--- config.mk ---
export PLATFORM = sky130hd
export DESIGN_NAME = key_scan_arbiter
export DESIGN_NICKNAME = d
export VERILOG_FILES = /design/src/rtl/key_scan_arbiter.sv
export SDC_FILE = /design/constraint.sdc
export NUM_CORES = 1
export LEC_CHECK = 0
export BUFFER_PORTS_ARGS = -buffer_cell sky130_fd_sc_hd__buf_4
export CAP_MARGIN = 10
export CORE_ASPECT_RATIO = 1.5
export CORE_MARGIN = 1
export CORE_UTILIZATION = 25
export CTS_CLUSTER_SIZE = 30
export DETAILED_ROUTE_END_ITERATION = 7
export GPL_TIMING_DRIVEN = 1
export PLACE_DENSITY = 0.41
export SLEW_MARGIN = 20
export SYNTH_ARGS = -nofsm -noshare
export SYNTH_HDL_FRONTEND = slang
export SYNTH_SLANG_ARGS = --single-unit
--- constraint.sdc ---
create_clock -name CLK -period 1.8 [get_ports CLK]
set_input_delay 0.18 -clock CLK [delete_from_list [all_inputs] [get_ports CLK]]
set_output_delay 0.18 -clock CLK [all_outputs]
set_load 0.03 [all_outputs]
--- src/rtl/key_scan_arbiter.sv ---
// ============================================================================
// Module  : key_scan_arbiter
// Brief   : Round-robin key scanner sharing one debounce FSM across NUM_KEYS
//           inputs; emits one key event per press over valid/ready.
//           Optional auto-repeat events enabled by macro KEY_SCAN_REPEAT_EN.
// Revision: 1.0 - initial release
// ============================================================================
`default_nettype none

module key_scan_arbiter #(
  parameter int NUM_KEYS        = 4,
  parameter int DEBOUNCE_CYCLES = 9,
  parameter int REPEAT_CYCLES   = 16
) (
  input  logic                        CLK,
  input  logic                        RST,
  input  logic [NUM_KEYS-1:0]         keys_in,
  input  logic                        evt_ready,
  output logic                        evt_valid,
  output logic [$clog2(NUM_KEYS)-1:0] evt_key,
  output logic                        evt_repeat,
  output logic                        busy
);

  localparam int c_KEY_W = $clog2(NUM_KEYS);
  localparam int c_CNT_W = $clog2(DEBOUNCE_CYCLES + 1);

  if (NUM_KEYS < 2 || NUM_KEYS > 16 || DEBOUNCE_CYCLES < 1 || REPEAT_CYCLES < 1) begin : g_param_check
    $error("key_scan_arbiter: parameter out of range");
  end

`ifdef KEY_SCAN_REPEAT_EN
  localparam int c_RPT_W = $clog2(REPEAT_CYCLES + 1);

  typedef enum logic [2:0] {
    S_SCAN     = 3'd0,
    S_HOLD     = 3'd1,
    S_REGISTER = 3'd2,
    S_EMIT     = 3'd3,
    S_EMIT_RPT = 3'd4
  } t_state;

  logic [c_RPT_W-1:0] r_rpt_cnt;
  logic               r_rel;
  logic               r_evt_repeat;
`else
  typedef enum logic [1:0] {
    S_SCAN     = 2'd0,
    S_HOLD     = 2'd1,
    S_REGISTER = 2'd2,
    S_EMIT     = 2'd3
  } t_state;
`endif

  t_state             r_state;
  logic [c_KEY_W-1:0] r_rr_ptr;
  logic [c_KEY_W-1:0] r_grant;
  logic [c_CNT_W-1:0] r_count;
  logic               r_evt_valid;
  logic [c_KEY_W-1:0] r_evt_key;

  logic               w_any;
  logic [c_KEY_W-1:0] w_pick;
  logic [c_KEY_W-1:0] w_idx;
  logic [c_KEY_W-1:0] w_grant_next;
  logic               w_key_hi;

  // Walk offsets from highest to lowest so the lowest offset from rr_ptr wins.
  always_comb begin
    w_any  = 1'b0;
    w_pick = '0;
    w_idx  = '0;
    for (int off = NUM_KEYS - 1; off >= 0; off--) begin
      w_idx = c_KEY_W'((int'(r_rr_ptr) + off) % NUM_KEYS);
      if (keys_in[w_idx]) begin
        w_any  = 1'b1;
        w_pick = w_idx;
      end
    end
  end

  assign w_grant_next = (r_grant == c_KEY_W'(NUM_KEYS - 1)) ? '0 : r_grant + c_KEY_W'(1);
  assign w_key_hi     = keys_in[r_grant];

  always_ff @(posedge CLK) begin
    if (RST) begin
      r_state     <= S_SCAN;
      r_rr_ptr    <= '0;
      r_grant     <= '0;
      r_count     <= '0;
      r_evt_valid <= 1'b0;
      r_evt_key   <= '0;
`ifdef KEY_SCAN_REPEAT_EN
      r_rpt_cnt    <= '0;
      r_rel        <= 1'b0;
      r_evt_repeat <= 1'b0;
`endif
    end else begin
      case (r_state)
        S_SCAN: begin
          if (w_any) begin
            r_state <= S_HOLD;
            r_grant <= w_pick;
            r_count <= '0;
          end
        end

        S_HOLD: begin
          if (!w_key_hi) begin
            r_state  <= S_SCAN;
            r_rr_ptr <= w_grant_next;
          end else if (r_count == c_CNT_W'(DEBOUNCE_CYCLES - 1)) begin
            r_state <= S_REGISTER;
`ifdef KEY_SCAN_REPEAT_EN
            r_rpt_cnt <= '0;
`endif
          end else if (r_count < c_CNT_W'(DEBOUNCE_CYCLES)) begin
            r_count <= r_count + c_CNT_W'(1);
          end
        end

        S_REGISTER: begin
          if (!w_key_hi) begin
            r_state <= S_EMIT;
`ifdef KEY_SCAN_REPEAT_EN
          end else if (r_rpt_cnt == c_RPT_W'(REPEAT_CYCLES - 1)) begin
            r_state      <= S_EMIT_RPT;
            r_rpt_cnt    <= '0;
            r_rel        <= 1'b0;
            r_evt_valid  <= 1'b1;
            r_evt_key    <= r_grant;
            r_evt_repeat <= 1'b1;
          end else begin
            r_rpt_cnt <= r_rpt_cnt + c_RPT_W'(1);
`endif
          end
        end

        // Valid rises one cycle after entry, giving the release event its fixed latency.
        S_EMIT: begin
          if (!r_evt_valid) begin
            r_evt_valid <= 1'b1;
            r_evt_key   <= r_grant;
`ifdef KEY_SCAN_REPEAT_EN
            r_evt_repeat <= 1'b0;
`endif
          end else if (evt_ready) begin
            r_evt_valid <= 1'b0;
            r_state     <= S_SCAN;
            r_rr_ptr    <= w_grant_next;
          end
        end

`ifdef KEY_SCAN_REPEAT_EN
        // A release seen while the repeat event waits is remembered for the exit.
        S_EMIT_RPT: begin
          if (evt_ready) begin
            r_evt_valid  <= 1'b0;
            r_evt_repeat <= 1'b0;
            r_state      <= (r_rel || !w_key_hi) ? S_EMIT : S_REGISTER;
          end else if (!w_key_hi) begin
            r_rel <= 1'b1;
          end
        end
`endif

        default: r_state <= S_SCAN;
      endcase
    end
  end

  assign evt_valid = r_evt_valid;
  assign evt_key   = r_evt_key;
  assign busy      = (r_state != S_SCAN);
`ifdef KEY_SCAN_REPEAT_EN
  assign evt_repeat = r_evt_repeat;
`else
  assign evt_repeat = 1'b0;
`endif

endmodule

`default_nettype wire

# == Word-level counts from Yosys, hierarchy flattened ==
# Index checks and enable logic that the tools add are counted.
# W data, S select, Z words.
# totals
word_cells,78
ff_bits,13
input_bits,7
# op_classes
add_sub_neg,5
n_bitwise,1
eq_ne,14
reduce_logical,9
muxes,37
order_cmp,6
# ops
op,count
$mux W2,14
$mux W4,4
$ne A2 B2 Y1 const B,8
$lt A2 B3 Y1 const B,5
$mux W1,11
$bmux W1 S2,5
$reduce_and A5 Y1,2
$pmux W2 S4,1
$pmux W4 S2,1
$eq A2 B2 Y1 const B,3
$reduce_bool A2 Y1,3
$add A2 B1 Y2 const B,2
$add A2 B2 Y2 const B,2
$add A4 B1 Y4 const B,1
$eq A4 B4 Y1 const B,1
$lt A4 B4 Y1 const B,1
$pmux W2 S2,1
$reduce_and A2 Y1,2
$reduce_and A4 Y1,1
$ne A3 B3 Y1 const B,1
$eq A2 B1 Y1 const B,1
$logic_not A2 Y1,1
$not A1 Y1,1

# == Logic depth before layout (Yosys ltp) ==
# Gate-level depths: netlist (run 1).
# logic_depth
depth_word,9
ltp_mapped,5
depth_no_buf,5

# == Worst setup path before layout (run 1) ==
# No wires, ideal clock.
# synth_timing
path_type,flip-flop to flip-flop
from,register r_grant[1]
to,register r_rr_ptr[1]
setup_ps,127
slack_ps,175
path_stages_with_launch,5
arrival_time_ps,1497
path_cell_list,dfxtp_1 mux4_2 a211oi_4 mux2i_1 nor2_1
# synth_via
elab_chain_len,5
# synth_lines
element,line_no,rtl
"start, declared",57,logic [c_KEY_W-1:0] r_grant;
"start signal, assigned",103,r_grant <= w_pick;
$add A2 B1 Y2 or $eq A2 B2 Y1 (tied branches),82,assign w_grant_next = (r_grant == c_KEY_W'(NUM_KEYS - 1)) ? '0 : r_grant + c_KEY_W'(1);
$mux W2,82,
$mux W2,147,end else if (evt_ready) begin
$mux W2,141,if (!r_evt_valid) begin
$pmux W2 S2,99,case (r_state)
"end signal, assigned",111,r_rr_ptr <= w_grant_next;
"end signal, assigned",150,r_rr_ptr <= w_grant_next;
"end, declared",56,logic [c_KEY_W-1:0] r_rr_ptr;
# Parallel ways exist; a longest one is shown, timed or not. The select of a mux whose other input is x is not followed.
# A chain may end at the register's enable or synchronous reset.

# == Worst setup path in the final report (run 1) ==
# Same ends and word-level chain as after synthesis.

==> run metrics, run 1 <==
H-tree depth 1; adder and majority gate portion of the synthesized area 5.23%; CTS Buffer Depth 2; # nets final 106; first-pass GRT wire length 2750 um; total die area 3100 um^2; syn_nets 93; LEAKAGE 0.327 nW; CTS Buf Count 3; syn avg cell area 8.65 um^2; IO Count 12; layout cells sized above 1 16.8%; drt first pass iters 3; worst IR drop on VDD 0.287 mV; largest net degree at the start of global routing 14; Iter 0 DRT Violations 6; critical path arrival 1780 ps; Sum Neg Setup Slack 0 ps; critical path fanouts, max 7; post_cts resized 0; Routed WL 1600 um; Via density 4.68; Die Wd 45.8 um; Hold-fix buffers, CTS 0; sequential share of the synthesized area 36.2%; starting density of the core 26.5%; DR vias 618; Syn Inst Count 83; Compound-Gate Fraction of Synth Area 21.3%; clk sink count 13; startpoint types flip-flop; Ant. Diodes 0; critical path type flip-flop to flip-flop; CTS tree done; Finish-stage setup viols 0; Antenna Violating Nets Remaining 0; Setup Buffers After CTS 0; Pins Over Slew Limit 0; fillcell total 311; Fin Clk Skew 5.06 ps; Max Fclk 609 MHz; Min Hold Slack 213 ps; Hold Path Class input pin to flip-flop; DRC violations left 0; XOR/XNOR Fraction of Synth Area 2.44%; # rows 23; Req. time, crit path 1930 ps; Core ar. 2710 um^2; Worst-path clk slew 60 ps; Critical Path Sink Type flip-flop; synth warn 0; fin crit share 91.2%; Multi-input gate area 417 um^2; multiplexer share of the synthesized area 7.32%; post-DR wirelength/cell 12.1 um; Power Dens Cells 773 nW/um^2; RSZ-0062 raised after global routing no; initial antenna violation count 0; largest family of logic cells by synthesized area simple AND/OR/NAND/NOR gates; vias in the first global route 620; gp weighted congestion 0.659; Overflow after GRT 0; All-Layer GR Usage 12.5%; DP Wirelength 1220 um; PortBufs 10; latest clock arrival within the worst-skew pair 240 ps; worst hold path cell count 2; FF+latch count, synth 13; Final min period 1640 ps; status finished clean; simple-gate area share of the yosys netlist 21.3%; synth unique cells 34; cell count of the worst reg-to-reg path 4; die height 67.6 um; Reg area 260 um^2; Max-Cap Viols 0; Final Hold Viols 0; Post-Syn Area 718 um^2; clk root buf clkbuf_8; area grow syn2layout 22.1%
==> cells by family (layout without fill, tap and decap cells) <==
logic type / count (synthesis) / in the layout
AND/OR/NAND/NOR: 28 / 28
AO/OA/AOI/OAI: 22 / 22
flip-flops: 13 / 13
buffers and inverters: 10 / 22
multiplexers: 4 / 4
adder cells (fa/ha/maj): 3 / 3
XOR/XNOR: 2 / 2
other: 1 / 1
==> worst max-delay path: stages, from the launching register on <==
cell      delay (ps)
dfxtp_1          340
mux4_2           610
a211oi_4         320
mux2i_1          210
nor2_1            50
==> layout by cell type, fill, tap and decap left out, types with 2 or more instances in the layout <==
cell,instances
nor2_1,6
dfxtp_1,13
o31ai_1,2
clkbuf_8,3
mux2i_1,3
nand4b_1,3
a21oi_1,7
nand2b_1,2
ha_1,3
o21ai_0,4
nor3_1,2
nand2_1,6
buf_4,11
a31oi_1,2
nand3b_1,2
inv_1,7
==> per-layer routing <==
layer | wire (um) | GRT usage (%) | up-vias
met4 | 20 | 6.62 | 0
met5 | 0 | 0 | -
met2 | 842 | 21.3 | 7
met3 | 37 | 2.67 | 2
met1 | 696 | 14.3 | 292
li1 | - | - | 317
==> through the flow <==
step | total power [W] | instances | setup WS [ps] | utilization, % | area (um^2)
global placement | 0.000425 | 128 | 178 | 30.8 | 832
floorplan | 0.000388 | 83 | 175 | - | 718
global route | 0.000716 | 132 | 62.1 | 32.4 | 877
detailed placement | 0.000424 | 128 | 157 | 30.8 | 832
CTS | 0.000689 | 132 | 142 | 32.4 | 877
finish | 0.000678 | 132 | 158 | 32.4 | 877
==> layout make-up <==
cell class	instances	share of cell area [%]
multi-input cells	60	47.5
flip-flops and latches	13	29.7
repair buffers	11	9.42
well taps	37	5.28
clock buffers	4	5.14
inverters	7	3.00
==> power by group <==
group / internal (W) / switching [W]
registers: 0.000299 / 0.0000124
clock network: 0.000156 / 0.000104
logic: 0.0000462 / 0.0000604
==> worst paths after layout <==
check	from	end	slack (ps)
max	r_grant[1]$_SDFFE_PP0P_	r_rr_ptr[1]$_SDFFE_PP0P_	160
min	RST	r_grant[1]$_SDFFE_PP0P_	210
max reg2reg	r_grant[1]$_SDFFE_PP0P_	r_rr_ptr[1]$_SDFFE_PP0P_	160
min reg2reg	evt_key[0]$_SDFFE_PP0P_	evt_key[0]$_SDFFE_PP0P_	480
==> flip-flops by register name, indices dropped and copies added (netlist names), named ones only <==
register	count
r_count	4
evt_key	2
r_grant	2
r_state	1
r_rr_ptr	2
evt_valid	1
==> synth_stat cells (all sizes together) <==
cell | count | share of area, %
a211oi | 2 | 3.8
a21boi | 1 | 1.0
a21o | 1 | 1.0
a21oi | 7 | 4.9
a221o | 1 | 1.4
a311oi | 1 | 1.2
a31oi | 2 | 1.7
a32oi | 1 | 1.2
and3 | 1 | 0.87
buf | 1 | 1.0
clkbuf | 2 | 1.0
conb | 1 | 0.52
dfxtp | 13 | 36
ha | 3 | 5.2
inv | 7 | 3.7
mux2i | 3 | 4.2
mux4 | 1 | 3.1
nand2 | 6 | 3.1
nand2b | 2 | 1.7
nand3 | 1 | 0.70
nand3b | 2 | 2.1
nand4b | 3 | 3.7
nor2 | 6 | 3.1
nor2b | 1 | 0.87
nor3 | 2 | 1.4
nor4 | 1 | 0.87
o21ai | 4 | 2.8
o31ai | 2 | 2.1
or2 | 2 | 1.7
or2b | 1 | 1.0
xnor2 | 1 | 1.2
xor2 | 1 | 1.2
No activity file was read; power rests on OpenSTA's default activity.
==> inputs of run 2 (changes only) <==
--- a/config.mk
+++ b/config.mk
@@ -14,6 +14,7 @@
 export DETAILED_ROUTE_END_ITERATION = 7
 export GPL_TIMING_DRIVEN = 1
 export PLACE_DENSITY = 0.41
+export RECOVER_POWER = 25
 export SLEW_MARGIN = 20
 export SYNTH_ARGS = -nofsm -noshare
 export SYNTH_HDL_FRONTEND = slang
==> run 2 against run 1 <==
Combinational power hardly changed; core utilization is 0.42 points lower; non-clock buffer count stayed put; critical path depth stayed put; cell count stayed put; largest power group unchanged; via count stayed put; critical path type unchanged; worst hold slack hardly changed; wire length is 0.13% lower; fmax hardly changed; critical endpoint unchanged; clock power hardly changed.
==> run metrics, run 2 (synthesized netlist as in run 1, its figures left out) <==
Hold Path Class input pin to flip-flop (unchanged); PnR Total Power 0.000677 W (was 0.000678 W); final instance area 866 um^2 (was 877 um^2); Hold Path Origin RST (unchanged); CTS Buf Count 3 (unchanged); # nets final 106 (unchanged); clock power share 38.3% (about the same); Max-Cap Viols 0 (unchanged); clk root buf clkbuf_8 (unchanged); CTS Buffer Depth 2 (unchanged); gp weighted congestion 0.659 (unchanged); status finished clean (unchanged); Iter 0 DRT Violations 6 (unchanged); Core ar. 2710 um^2 (unchanged); LEAKAGE 0.314 nW (was 0.327 nW); P_int 0.000501 W (about the same); commonest non-fill, non-tap cells in the layout 13 x dfxtp_1, 8 x buf_4, 7 x inv_1, 7 x a21oi_1 (was 13 x dfxtp_1, 11 x buf_4, 7 x inv_1, 7 x a21oi_1); clk sink count 13 (unchanged); Overflow after GRT 0 (unchanged); sw frac 26.0% (about the same); Power Dens Cells 782 nW/um^2 (was 773 nW/um^2); latest clock arrival within the worst-skew pair 240 ps (about the same); Req. time, crit path 1930 ps (about the same); All-Layer GR Usage 12.5% (unchanged); Max Fclk 609 MHz (about the same); Critical R2R Launch r_grant[1]$_SDFFE_PP0P_ (unchanged); Pins Over Slew Limit 0 (unchanged); Final Hold Viols 0 (unchanged); worst IR drop on VDD 0.286 mV (was 0.287 mV); CTS tree done (unchanged); critical path arrival 1780 ps (about the same); # rows 23 (unchanged); layout cells sized above 1 13.7% (was 16.8%); area grow syn2layout 20.6% (was 22.1%); RSZ-0062 raised after global routing no (unchanged); fin crit share 91.2% (about the same); Worst-path clk slew 60 ps (about the same); die height 67.6 um (unchanged); drt first pass iters 3 (unchanged); IO Count 12 (unchanged); PortBufs 10 (unchanged); Post-Route Utilization 32.0% (was 32.4%); largest net degree at the start of global routing 14 (unchanged); critical path type flip-flop to flip-flop (unchanged); Psw 0.000176 W (about the same); Routed WL 1600 um (about the same); Ant. Diodes 0 (unchanged); DR vias 618 (unchanged); H-tree depth 1 (unchanged); Die Wd 45.8 um (unchanged); Fin Clk Skew 5.25 ps (was 5.06 ps); starting density of the core 26.5% (unchanged); total die area 3100 um^2 (unchanged); Final min period 1640 ps (about the same); vias in the first global route 620 (unchanged); Via density 4.68 (unchanged); placed inst area 832 um^2 (unchanged); register with the most flip-flops r_count (unchanged); Critical Path Sink Type flip-flop (unchanged); number of flip-flops in the largest register 4 (unchanged); combinational share of power 15.7% (about the same); Finish-stage setup viols 0 (unchanged); DRC violations left 0 (unchanged); initial antenna violation count 0 (unchanged); DP Wirelength 1220 um (unchanged); startpoint types flip-flop (unchanged); Sum Neg Setup Slack 0 ps (unchanged); commonest non-fill, non-tap cell in the layout dfxtp_1 (unchanged); Hold-fix buffers, CTS 0 (unchanged); post-DR wirelength/cell 12.1 um (about the same); Flop pwr share 45.9% (about the same); Setup Buffers After CTS 0 (unchanged); Antenna Violating Nets Remaining 0 (unchanged); post_cts resized 0 (unchanged); critical path fanouts, max 7 (unchanged); CP startpoint r_grant[1]$_SDFFE_PP0P_ (unchanged); first-pass GRT wire length 2750 um (unchanged)
## run 2: routing by layer
layer | track usage [%] | routed length [um]
met1 | 14.3 | 696
met2 | 21.3 | 840
met3 | 2.67 | 37
met4 | 6.62 | 20
met5 | 0 | 0
## run 2: worst paths after layout
path | to | slack [ps] | cells after the start
setup / recovery | r_rr_ptr[1]$_SDFFE_PP0P_ | 160 | 4
hold / removal | r_grant[1]$_SDFFE_PP0P_ | 210 | 2
setup reg to reg | r_rr_ptr[1]$_SDFFE_PP0P_ | 160 | 4
hold reg to reg | evt_key[0]$_SDFFE_PP0P_ | 480 | 2
## run 2: area by class of cell
cell class              instances  area [um^2]
fillers                       309         1840
multi-input cells              60          417
flip-flops and latches         13          260
repair buffers                 11         71.3
well taps                      37         46.3
clock buffers                   4         45.0
inverters                       7         26.3
## run 2: power groups by stage
stage | sequential (W) | clock (W) | combinational (W)
final | 0.000311 | 0.000260 | 0.000107
after global routing | 0.000313 | 0.000286 | 0.000118
after CTS | 0.000311 | 0.000270 | 0.000108
after detailed placement | 0.000317 | 0 | 0.000107
after global placement | 0.000318 | 0 | 0.000108
after floorplan | 0.000314 | 0 | 0.0000733
## run 2: critical path: stages (launching register included)
cell	delay [ps]
dfxtp_1	340
mux4_2	610
a211oi_4	320
mux2i_1	210
nor2_1	50
## run 2: stage by stage
stage                     worst slack (ps)  std cells  hold WS, ps
after floorplan                        175         83          359
after global placement                 178        128          459
after detailed placement               157        128          466
after CTS                              142        132          210
after global routing                  62.1        132          221
final                                  158        132          213
==> inputs of run 3 (changes only) <==
--- a/config.mk
+++ b/config.mk
@@ -13,7 +13,7 @@
 export CTS_CLUSTER_SIZE = 30
 export DETAILED_ROUTE_END_ITERATION = 7
 export GPL_TIMING_DRIVEN = 1
-export PLACE_DENSITY = 0.41
+export PLACE_DENSITY = 0.43
 export RECOVER_POWER = 25
 export SLEW_MARGIN = 20
 export SYNTH_ARGS = -nofsm -noshare
==> run 3 against run 2 <==
Die area did not move; power fell by 0.93%; wire length fell by 2.9%; worst hold slack got worse by 1.9 ps; cell area rose by 0.87%; fmax fell by 1.0%; largest power group unchanged.
==> run metrics, run 3 (synthesized netlist as in run 1, its figures left out) <==
status finished clean (unchanged); Worst R2R Setup Slack 140 ps (was 160 ps); worst slack, placed 140 ps (was 157 ps); clock power share 38.0% (was 38.3%); total die area 3100 um^2 (unchanged); Critical R2R Launch r_grant[1]$_SDFFE_PP0P_ (unchanged); placed cells 129 (was 128); critical path type flip-flop to flip-flop (unchanged); Post-Layout Cell Count 133 (was 132); commonest non-fill, non-tap cells in the layout 13 x dfxtp_1, 9 x buf_4, 7 x inv_1, 7 x a21oi_1 (was 13 x dfxtp_1, 8 x buf_4, 7 x inv_1, 7 x a21oi_1); LEAKAGE 0.320 nW (was 0.314 nW); Via density 4.73 (was 4.68); latest clock arrival within the worst-skew pair 240 ps (about the same); post_cts resized 0 (unchanged); Routed WL 1550 um (was 1600 um); gp weighted congestion 0.657 (was 0.659); critical path endpoint r_rr_ptr[1]$_SDFFE_PP0P_ (unchanged); Sum Neg Setup Slack 0 ps (unchanged); All-Layer GR Usage 12.5% (unchanged); Hold Path Origin RST (unchanged); DR vias 629 (was 618); worst IR drop on VDD 0.319 mV (was 0.286 mV); CTS tree done (unchanged); CTS Buffer Depth 2 (unchanged); post-route setup slack 141 ps (was 158 ps); DRC violations left 0 (unchanged); Pins Over Slew Limit 0 (unchanged); initial antenna violation count 0 (unchanged); clk root buf clkbuf_8 (unchanged); Psw 0.000170 W (was 0.000176 W); layout cells sized above 1 14.6% (was 13.7%); Ant. Diodes 0 (unchanged); cell count of the worst reg-to-reg path 4 (unchanged); Finish-stage setup viols 0 (unchanged); register with the most flip-flops r_count (unchanged); critical path fanouts, max 7 (unchanged); Critical Path Sink Type flip-flop (unchanged); area grow syn2layout 21.6% (was 20.6%); Worst Tran Pin Value 490 ps; clk sink count 13 (unchanged); first-pass GRT wire length 2770 um (was 2750 um); DP Wirelength 1240 um (was 1220 um); PortBufs 10 (unchanged); Flop pwr share 46.5% (was 45.9%); # nets final 107 (was 106); startpoint types flip-flop (unchanged); Max Fclk 603 MHz (was 609 MHz); Hold-fix buffers, CTS 0 (unchanged); H-tree depth 1 (unchanged); starting density of the core 26.5% (unchanged); Max-Cap Viols 0 (unchanged); Die Wd 45.8 um (unchanged); drt first pass iters 4 (was 3); RSZ-0062 raised after global routing no (unchanged); Reg area 260 um^2 (unchanged); sw frac 25.3% (was 26.0%); Antenna Violating Nets Remaining 0 (unchanged); post-DR wirelength/cell 11.6 um (was 12.1 um); IO Count 12 (unchanged); commonest non-fill, non-tap cell in the layout dfxtp_1 (unchanged); die height 67.6 um (unchanged); # rows 23 (unchanged); Hold Path Class input pin to flip-flop (unchanged); Core ar. 2710 um^2 (unchanged); number of flip-flops in the largest register 4 (unchanged); Iter 0 DRT Violations 18 (was 6); vias in the first global route 657 (was 620); P_int 0.000501 W (about the same); combinational share of power 15.6% (was 15.7%); Power Dens Cells 768 nW/um^2 (was 782 nW/um^2); Min Hold Slack 211 ps (was 213 ps); largest net degree at the start of global routing 14 (unchanged); Fin Clk Skew 0.897 ps (was 5.25 ps); fillcell total 301 (was 309); Setup Buffers After CTS 0 (unchanged); CP startpoint r_grant[1]$_SDFFE_PP0P_ (unchanged); Slew headroom 67.0%; fin crit share 92.2% (was 91.2%); Multi-input gate area 417 um^2 (unchanged); Overflow after GRT 0 (unchanged); Req. time, crit path 1930 ps (about the same); critical path arrival 1790 ps (was 1780 ps); R2R Path End r_rr_ptr[1]$_SDFFE_PP0P_ (unchanged); Worst-path clk slew 50 ps (was 60 ps); CTS Buf Count 3 (unchanged); Final Hold Viols 0 (unchanged); Final min period 1660 ps (was 1640 ps)
==> run 3: cell types whose count changed in the layout (fill, tap and decap cells not counted), sizes merged <==
cell  before  now
buf        8    9
==> run 3: layer usage <==
layer  share of wire (%)  up-vias  global-route usage (%)
met5                   0        -                       0
met4                 1.9        0                    6.62
met3                 3.1        4                    2.41
met2                  56       13                    22.3
met1                  39      290                    13.5
li1                    -      322                       -
==> run 3: critical path, cell delays in order, from the launching register on <==
cell,delay (ps)
dfxtp_1,350
mux4_2,620
a211oi_4,320
mux2i_1,210
nor2_1,50
==> run 3: cell type report <==
class / count / area share (%)
inverters: 7 / 3.01
well taps: 37 / 5.30
multi-input cells: 60 / 47.7
clock buffers: 4 / 5.16
flip-flops and latches: 13 / 29.8
repair buffers: 12 / 9.03
==> run 3: worst min-delay path by stage <==
stage	end	slack, ps	depth (start not counted)
floorplan	r_rr_ptr[0]$_SDFFE_PP0P_	360	3
global placement	evt_key[0]$_SDFFE_PP0P_	460	2
detailed placement	evt_key[0]$_SDFFE_PP0P_	470	2
CTS	evt_key[0]$_SDFFE_PP0P_	210	2
global route	r_count[1]$_SDFFE_PP0P_	220	2
finish	r_count[1]$_SDFFE_PP0P_	210	2
==> run 3: metrics by stage <==
step | cell area (um^2) | util, % | total power [W]
3_5_place_dp | 840 | 31.0 | 0.000424
6_report | 873 | 32.3 | 0.000671
5_1_grt | 873 | 32.3 | 0.000711
2_1_floorplan | 718 | - | 0.000388
3_3_place_gp | 840 | 31.0 | 0.000424
4_1_cts | 885 | 32.7 | 0.000683
==> run 3: power by group through the flow <==
stage | combinational [W] | clock, W | sequential [W]
3_5_place_dp | 0.000106 | 0 | 0.000318
4_1_cts | 0.000107 | 0.000265 | 0.000312
2_1_floorplan | 0.0000733 | 0 | 0.000314
6_report | 0.000104 | 0.000255 | 0.000312
5_1_grt | 0.000118 | 0.000280 | 0.000314
3_3_place_gp | 0.000106 | 0 | 0.000318
